[src/rtl/mseq_run_ctrl.sv]
// mseq_run_ctrl
// Configuration store and run sequencer for a bank of MSEQ_NUM M-sequence
// (LFSR) generators. A host writes a per-channel seed (feedback polynomial)
// and initial state, which are driven continuously onto flattened buses.
// A start command loads the enabled channels one per cycle and then enables
// them for a programmed number of chips before signalling completion.
//
// Ports:
//   MSEQ_clk, MSEQ_rst_n     clock (rising edge), async active-low reset
//   cfg_wr_en/addr/seed/init config write strobe, channel, seed, initial value
//   start, abort             run request pulse, run termination
//   ch_mask, run_len         channel enable mask and chip count (sampled on start)
//   MSEQ_seed_bus/init_bus   stored seeds / initial values, channel i at [i*W +: W]
//   MSEQ_load, MSEQ_en       per-channel load pulse and shift enable
//   busy, done, aborted      run status; done/aborted are one-cycle pulses
//   cfg_err                  one-cycle pulse for a rejected write or start
//   chip_cnt                 RUN cycles elapsed in the current or last run
//
// Protocol: cfg_wr_en, start and abort are single-cycle strobes with no
// back-pressure. A strobe is either acted on at the sampling edge or dropped;
// a dropped write or zero-mask start is reported by cfg_err one cycle later,
// a start while not idle is dropped silently. Every output is registered, so
// the effect of a strobe is visible no earlier than the following cycle.
module mseq_run_ctrl #(
  parameter int MSEQ_DATA_WIDTH = 16,
  parameter int MSEQ_NUM        = 8,
  parameter int ADDR_WIDTH      = 3,
  parameter int CNT_WIDTH       = 16
) (
  input  logic                                MSEQ_clk,
  input  logic                                MSEQ_rst_n,
  input  logic                                cfg_wr_en,
  input  logic [ADDR_WIDTH-1:0]               cfg_addr,
  input  logic [MSEQ_DATA_WIDTH-1:0]          cfg_seed,
  input  logic [MSEQ_DATA_WIDTH-1:0]          cfg_init,
  input  logic                                start,
  input  logic                                abort,
  input  logic [MSEQ_NUM-1:0]                 ch_mask,
  input  logic [CNT_WIDTH-1:0]                run_len,
  output logic [MSEQ_NUM*MSEQ_DATA_WIDTH-1:0] MSEQ_seed_bus,
  output logic [MSEQ_NUM*MSEQ_DATA_WIDTH-1:0] MSEQ_init_bus,
  output logic [MSEQ_NUM-1:0]                 MSEQ_load,
  output logic [MSEQ_NUM-1:0]                 MSEQ_en,
  output logic                                busy,
  output logic                                done,
  output logic                                aborted,
  output logic                                cfg_err,
  output logic [CNT_WIDTH-1:0]                chip_cnt
);

  typedef enum logic [1:0] {
    S_IDLE = 2'd0,
    S_LOAD = 2'd1,
    S_RUN  = 2'd2,
    S_DONE = 2'd3
  } state_t;

  localparam logic [ADDR_WIDTH-1:0] K_LAST   = ADDR_WIDTH'(MSEQ_NUM - 1);
  localparam logic [CNT_WIDTH-1:0]  CHIP_MAX = '1;

  state_t                     r_state, w_state_nxt;
  logic [ADDR_WIDTH-1:0]      r_k, w_k_nxt;
  logic [CNT_WIDTH-1:0]       r_chip, w_chip_nxt;
  logic [MSEQ_NUM-1:0]        r_mask, w_mask_nxt;
  logic [CNT_WIDTH-1:0]       r_len;
  logic [MSEQ_DATA_WIDTH-1:0] r_seed [MSEQ_NUM];
  logic [MSEQ_DATA_WIDTH-1:0] r_init [MSEQ_NUM];

  logic                r_busy, r_done, r_aborted, r_cfg_err;
  logic [MSEQ_NUM-1:0] r_load, r_en;
  logic [MSEQ_NUM-1:0] w_load_nxt, w_en_nxt;

  logic w_idle, w_addr_ok, w_wr_ok, w_wr_bad;
  logic w_start_ok, w_start_bad, w_abort_ok;

  always_comb begin
    w_idle      = (r_state == S_IDLE);
    w_addr_ok   = (32'(cfg_addr) < 32'(MSEQ_NUM));
    w_wr_ok     = cfg_wr_en & w_idle & w_addr_ok;
    w_wr_bad    = cfg_wr_en & ~w_wr_ok;
    w_start_ok  = start & w_idle & (|ch_mask);
    w_start_bad = start & w_idle & ~(|ch_mask);
    w_abort_ok  = abort & ((r_state == S_LOAD) | (r_state == S_RUN));
  end

  // r_chip counts the RUN cycle currently being output (1..run_len), so it
  // advances together with the state that produces MSEQ_en and simply holds
  // when a run is aborted.
  always_comb begin
    w_state_nxt = r_state;
    w_k_nxt     = r_k;
    w_chip_nxt  = r_chip;
    unique case (r_state)
      S_IDLE: begin
        if (w_start_ok) begin
          w_state_nxt = S_LOAD;
          w_k_nxt     = '0;
          w_chip_nxt  = '0;
        end
      end
      S_LOAD: begin
        if (w_abort_ok) begin
          w_state_nxt = S_IDLE;
        end else if (r_k == K_LAST) begin
          if (r_len == '0) begin
            w_state_nxt = S_DONE;
          end else begin
            w_state_nxt = S_RUN;
            w_chip_nxt  = CNT_WIDTH'(1);
          end
        end else begin
          w_k_nxt = r_k + 1'b1;
        end
      end
      S_RUN: begin
        if (w_abort_ok) begin
          w_state_nxt = S_IDLE;
        end else if (r_chip == r_len) begin
          w_state_nxt = S_DONE;
        end else if (r_chip != CHIP_MAX) begin
          w_chip_nxt = r_chip + 1'b1;
        end
      end
      S_DONE:  w_state_nxt = S_IDLE;
      default: w_state_nxt = S_IDLE;
    endcase
  end

  // Outputs are computed from the next state so that they appear in the
  // same cycle as the state they describe.
  always_comb begin
    w_mask_nxt = w_start_ok ? ch_mask : r_mask;
    w_load_nxt = '0;
    w_en_nxt   = '0;
    if (w_state_nxt == S_LOAD) begin
      w_load_nxt = w_mask_nxt & (MSEQ_NUM'(1) << w_k_nxt);
    end
    if (w_state_nxt == S_RUN) begin
      w_en_nxt = r_mask;
    end
  end

  always_ff @(posedge MSEQ_clk or negedge MSEQ_rst_n) begin
    if (!MSEQ_rst_n) begin
      r_state   <= S_IDLE;
      r_k       <= '0;
      r_chip    <= '0;
      r_mask    <= '0;
      r_len     <= '0;
      r_busy    <= 1'b0;
      r_done    <= 1'b0;
      r_aborted <= 1'b0;
      r_cfg_err <= 1'b0;
      r_load    <= '0;
      r_en      <= '0;
    end else begin
      r_state   <= w_state_nxt;
      r_k       <= w_k_nxt;
      r_chip    <= w_chip_nxt;
      r_mask    <= w_mask_nxt;
      if (w_start_ok) begin
        r_len <= run_len;
      end
      r_busy    <= (w_state_nxt == S_LOAD) | (w_state_nxt == S_RUN);
      r_done    <= (w_state_nxt == S_DONE);
      r_aborted <= w_abort_ok;
      r_cfg_err <= w_wr_bad | w_start_bad;
      r_load    <= w_load_nxt;
      r_en      <= w_en_nxt;
    end
  end

  // A write issued together with a start lands at the same edge the run
  // begins, so the later load already sees the new bank contents.
  always_ff @(posedge MSEQ_clk or negedge MSEQ_rst_n) begin
    if (!MSEQ_rst_n) begin
      for (int i = 0; i < MSEQ_NUM; i++) begin
        r_seed[i] <= '0;
        r_init[i] <= '0;
      end
    end else begin
      for (int i = 0; i < MSEQ_NUM; i++) begin
        if (w_wr_ok && (cfg_addr == ADDR_WIDTH'(i))) begin
          r_seed[i] <= cfg_seed;
          r_init[i] <= cfg_init;
        end
      end
    end
  end

  for (genvar g = 0; g < MSEQ_NUM; g++) begin : g_bus
    assign MSEQ_seed_bus[g*MSEQ_DATA_WIDTH +: MSEQ_DATA_WIDTH] = r_seed[g];
    assign MSEQ_init_bus[g*MSEQ_DATA_WIDTH +: MSEQ_DATA_WIDTH] = r_init[g];
  end

  assign MSEQ_load = r_load;
  assign MSEQ_en   = r_en;
  assign busy      = r_busy;
  assign done      = r_done;
  assign aborted   = r_aborted;
  assign cfg_err   = r_cfg_err;
  assign chip_cnt  = r_chip;

endmodule

[config.mk]
export PLATFORM = sky130hd
export DESIGN_NAME = mseq_run_ctrl
export DESIGN_NICKNAME = d
export VERILOG_FILES = /design/src/rtl/mseq_run_ctrl.sv
export SDC_FILE = /design/constraint.sdc
export NUM_CORES = 1
export LEC_CHECK = 0
export BUFFER_PORTS_ARGS = -buffer_cell sky130_fd_sc_hd__buf_2
export CORE_ASPECT_RATIO = 1.75
export CORE_MARGIN = 2
export CORE_UTILIZATION = 52
export CTS_CLUSTER_DIAMETER = 200
export DETAILED_ROUTE_END_ITERATION = 8
export PLACE_DENSITY = 0.8
export SYNTH_ARGS = -nofsm -noshare
export SYNTH_HDL_FRONTEND = slang
export SYNTH_SLANG_ARGS = --single-unit
[constraint.sdc]
create_clock -name MSEQ_clk -period 3.18 [get_ports MSEQ_clk]
set_input_delay 0.954 -clock MSEQ_clk [delete_from_list [all_inputs] [get_ports MSEQ_clk]]
set_output_delay 0.954 -clock MSEQ_clk [all_outputs]
set_load 0.01 [all_outputs]
; Yosys cells after proc, flatten, opt, wreduce, memory -nomap -nowiden
; Index checks and enable logic that the tools add are counted.
[word_totals]
register_bits = 321
input_bits = 64
out_inout_bits = 292
wordCells = 101
[classes]
bitwise = 12
add_sub_neg = 2
shifts = 1
eq_ne = 23
muxes = 22
n_reduce_logical = 14
[op_table]
columns = op, n
row1 = 16-bit two-way mux, 7
row2 = 16-bit one-hot mux with 3 select lines, 1
row3 = 8-bit two-way mux, 3
row4 = "16-bit by 1-bit adder with 16-bit output, second input constant", 1
row5 = 16-bit equality test, 1
row6 = 16-bit logical NOT, 1
row7 = "16-bit inequality test, second input constant", 1
row8 = "3-bit equality test, second input constant", 5
row9 = 2-bit two-way mux, 5
row10 = 3-bit two-way mux, 3
row11 = 8-bit AND, 1
row12 = "2-bit equality test, second input constant", 4
row13 = 1-bit logical AND, 8
row14 = "2-bit inequality test, second input constant", 4
row15 = 2-bit one-hot mux with 4 select lines, 1
row16 = 8-bit AND reduction, 1
row17 = 8-bit OR reduction, 1
row18 = "1-bit by 3-bit << shifter with 8-bit output, first input constant", 1
row19 = 1-bit AND, 6
row20 = "3-bit by 2-bit equality test with 1-bit output, second input constant", 2
row21 = "2-bit by 1-bit inequality test with 1-bit output, second input constant", 3
row22 = 3-bit one-hot mux with 2 select lines, 1
row23 = "2-bit by 1-bit equality test with 1-bit output, second input constant", 2
row24 = "3-bit by 1-bit adder with 3-bit output, second input constant", 1
row25 = other kinds (7), 10

; Longest topological paths before layout
[logic_depth]
depth_word = 8
ltp_mapped = 11
depth_no_buf = 9

; Worst setup path before layout
; Ideal clock, no wire load.
[synth_timing]
path_type = input to register
start = input ch_mask[0]
end = register r_en[2] (netlist: MSEQ_en[2])
n_path_buf = 1
setup_time_ns = 0.067
arrival_ns = 2.386
slack_ns = 0.727
required_ns = 3.113
cell_stages = 6
path_cell_list = nor4_1 -> a21oi_1 -> o21ai_0 -> o2bb2ai_2 -> buf_4 -> and3_1
[synth_between]
elab_chain_cells = 6
[synth_rtl]
columns = item, line
row1 = from (decl), 38  ; input logic [MSEQ_NUM-1:0] ch_mask,
row2 = 8-bit OR reduction, 81  ; w_start_ok = start & w_idle & (|ch_mask);
row3 = 1-bit AND, 81
row4 = 2-bit two-way mux, 95  ; if (w_start_ok) begin
row5 = 2-bit one-hot mux with 4 select lines, 93  ; unique case (r_state)
row6 = 2-bit equality test, 138  ; if (w_state_nxt == S_RUN) begin
row7 = 8-bit two-way mux, 138
row8 = via w_en_nxt[2], 71  ; logic [MSEQ_NUM-1:0] w_load_nxt, w_en_nxt;
row9 = to (signal assigned), 169  ; r_en <= w_en_nxt;
row10 = to (decl), 70  ; logic [MSEQ_NUM-1:0] r_load, r_en;
; The timed path passes the listed nets, and every way through them passes these cells.
; A chain may end at the register's enable or synchronous reset.

; Final worst setup path
[layout_timing]
start = register r_state[1]
end = register r_chip[5] (netlist: chip_cnt[5])
[layout_between]
elab_chain_cells = 5
[layout_rtl]
columns = item, line
row1 = from (decl), 61  ; state_t r_state, w_state_nxt;
row2 = from (signal assigned), 157  ; r_state <= w_state_nxt;
row3 = 2-bit by 1-bit equality test with 1-bit output (tied with other cells), "83, 93"
row4 = 1-bit OR / 1-bit AND (equally long branches), "83, 81"
row5 = 1-bit AND (on tied branches), "83, 81"
row6 = 2-bit inequality test (no line) / 2-bit by 1-bit inequality test with 1-bit output (equally long branches), --
row7 = 8-bit AND reduction (no line), --
row8 = to (signal assigned), 159  ; r_chip <= w_chip_nxt;
row9 = to (decl), 63  ; logic [CNT_WIDTH-1:0] r_chip, w_chip_nxt;
; Several ways; a longest one is shown, not always the timed one.

==> run summary <==
outcome - finished clean
Sink Count - 321
adder-cell share of the synthesized area - 0.690%
post-synthesis sequential area ratio - 63.3%
share of Yosys cell area claimed by the top area cell type - 63.3%
Synth async-reset ratio - 100%
Worst-path clk slew - 0.07 ns
Post-synth EDFFs - 0
buffers inserted by post-CTS timing repair - 0
Synth area leaders - dfrtp_1 63%, mux2_2 22%, nand2_1 2.7%
Post-synth top flop - dfrtp_1
CP Capture Type - flop
Die Y - 211 um
M3 GR Usage - 4.97%
placed insts - 1,536
cells after synthesis - 892
Die X - 122 um
Via density - 5.44
multiplexer share of the synthesized area - 22.8%
All-Layer GR Usage - 25.9%
Post-CTS Resized - 0
clock buffer depth - 3
FF+latch count, synth - 321
diode count - 0
max cap viols - 0
Nets - 1,330
Ports - 356
pwr/cell area - 1010 nW/um2
syn nets - 963
most frequent cells after synthesis - 321 x dfrtp_1, 253 x mux2_2, 91 x nand2_1
met2 Resource Use GR - 46.1%
worst setup margin - 0.414 ns
Max Clk Rate - 0.362 GHz
via count - 8,637
DP HPWL - 23,800 um
DRT Wirelength - 33,100 um
area grow syn2layout - 25.6%
max-slew violations - 0
worst slew pin tran - 0.796 ns
Reg area - 8030 um2
Req. time, crit path - 3.62 ns
number of DRC markers in iteration 0 - 371
Setup crit start kind - flop
placeable core area - 24,000 um2
1st-pass router iterations - 5
fillers - 1,785
first-pass GRT wire length - 51,100 um
TritonCTS Buffers - 29
Synth Area in XOR/XNOR - 1.24%
GRT Residual Overflow - 0
GPL Wtd Cong - 0.914
pin count of the biggest net entering global routing - 71
Simple-Gate Fraction of Synth Area - 6.47%
initial antenna violation count - 1
count of cell types in the netlist - 49
WL per Instance - 20.9 um
Rows - 75
largest area contributor in the netlist - dfrtp_1
most frequent cell after synthesis - dfrtp_1
largest family of logic cells by synthesized area - multiplexers
Final Hold Fails - 0
setup violators final - 0
Multi-input gate area - 4450 um2
Layout Utilization - 66.3%
YS warnings - 0
insertion delay to the later sink of the worst-skew pair - 0.54 ns
most crowded layer after global routing - met2
Pleak - 7.77 nW
final period utilization - 87.0%
vias in the first global route - 9,174
worst setup path class - flop to flop
Hold-fix buffers, CTS - 0
min-delay worst type - input port to asynchronous set/reset pin
share of layout cells above drive strength 1 - 54.7%
synthesized area - 12,700 um2
Place WS - 0.417 ns
Slew headroom - 46.6%
CP max FO - 12
Die Area - 25,700 um2
RSZ-0062 raised after global routing - false
fin crit period - 2.77 ns
post-route setup TNS - 0 ns
CTS tree - yes
Post-Route Skew - 0.0104 ns
Worst VDD drop - 0.619 mV
Root Buffer - clkbuf_16
Cell Count, Final, Fillers Out - 1,588
Arrival @ worst endpoint - 3.20 ns
Routed Antenna Nets - 0
synthesized area per cell - 14.2 um2
Initial Utilization - 52.8%
H-tree depth - 1
final routed DRC violation total - 0
Buffers on Ports - 355
Synth Area in Compound Gates - 3.52%
met1 usage - 30.0%
-- where the power goes --
part | internal (mW) | switching [mW]
clock network | 1.97 | 1.47
logic | 2.73 | 2.97
registers | 5.94 | 1.01
-- area by class of cell --
cell class                 instances  share of cell area, %
clock buffer                      43                   5.20
clock inverter                     9                  0.683
inverter                           9                  0.212
multi-input combinational        516                   28.0
sequential                       321                   50.4
tap                              308                   2.42
timing repair buffer             382                   13.1
-- sequential cells by signal, summed over array words and instances, names as in the netlist --
name and flops:
done 1, chip_cnt 16, MSEQ_en 8, MSEQ_seed_bus 128
busy 1, r_mask 8, r_len 16, MSEQ_load 8
aborted 1, r_state 2, MSEQ_init_bus 128, cfg_err 1
r_k 3
-- critical path, stage by stage, from the launching register on --
cell and delay (ns):
dfrtp_1 0.43, inv_1 0.12, ha_1 0.40, a21o_1 0.21
a221oi_2 0.21, o211ai_1 0.19, a211o_1 0.41, or2_4 0.37
o41ai_1 0.32
-- final timing paths --
kind                             startpoint                end  slack (ns)  cells after the start
setup reg to reg                 r_state[1]        chip_cnt[5]        0.41                      8
hold reg to reg            MSEQ_init_bus[3]   MSEQ_init_bus[3]        0.50                      1
max in group asynchronous        MSEQ_rst_n  MSEQ_seed_bus[67]        2.03                      2
setup / recovery                 r_state[1]        chip_cnt[5]        0.41                      8
hold / removal                   MSEQ_rst_n        chip_cnt[6]        0.38                      1
min in group MSEQ_clk      MSEQ_init_bus[3]   MSEQ_init_bus[3]        0.50                      1
-- kinds of logic after synthesis --
family                   after synthesis
AO/OA/AOI/OAI                         58
XOR/XNOR                              18
adder cells (fa/ha/maj)                7
buffers and inverters                 55
flip-flops                           321
multiplexers                         257
AND/OR/NAND/NOR                      176
-- metal layers --
metal | wire [um] | vias up | share of wire [%]
li1 | - | 3870 | -
met1 | 12000 | 4372 | 36
met5 | 19 | - | 0.057
met3 | 1940 | 79 | 5.9
met4 | 1300 | 2 | 3.9
met2 | 17800 | 314 | 54
-- stage by stage --
stage               instance area, um2  power, mW  hold WS, ns
floorplan                        12700       9.94        0.457
global placement                 15000       12.5        0.472
detailed placement               15000       12.7        0.488
CTS                              15900       16.2        0.379
global route                     15900       17.0        0.404
finish                           15900       16.1        0.378
-- cell usage in the layout (no fill, tap or decap), drive strengths merged, types with 2 or more instances in the layout --
| cell | instances |
|---|---|
| ha | 7 |
| nor2b | 4 |
| clkbuf | 43 |
| dfrtp | 321 |
| inv | 11 |
| o21ai | 19 |
| a21o | 3 |
| a31oi | 5 |
| nand2b | 5 |
| bufinv | 2 |
| buf | 382 |
| mux2 | 257 |
| or3 | 3 |
| o2bb2ai | 2 |
| nor4 | 13 |
| and3 | 10 |
| nand2 | 91 |
| xnor2 | 18 |
| nand4 | 8 |
| o31ai | 7 |
| and2 | 2 |
| nand3 | 16 |
| nor3 | 3 |
| nor2 | 17 |
| o41ai | 4 |
| o211ai | 2 |
| a21oi | 7 |
| clkinv | 5 |
Note: power is estimated with default switching activity, not from simulation.
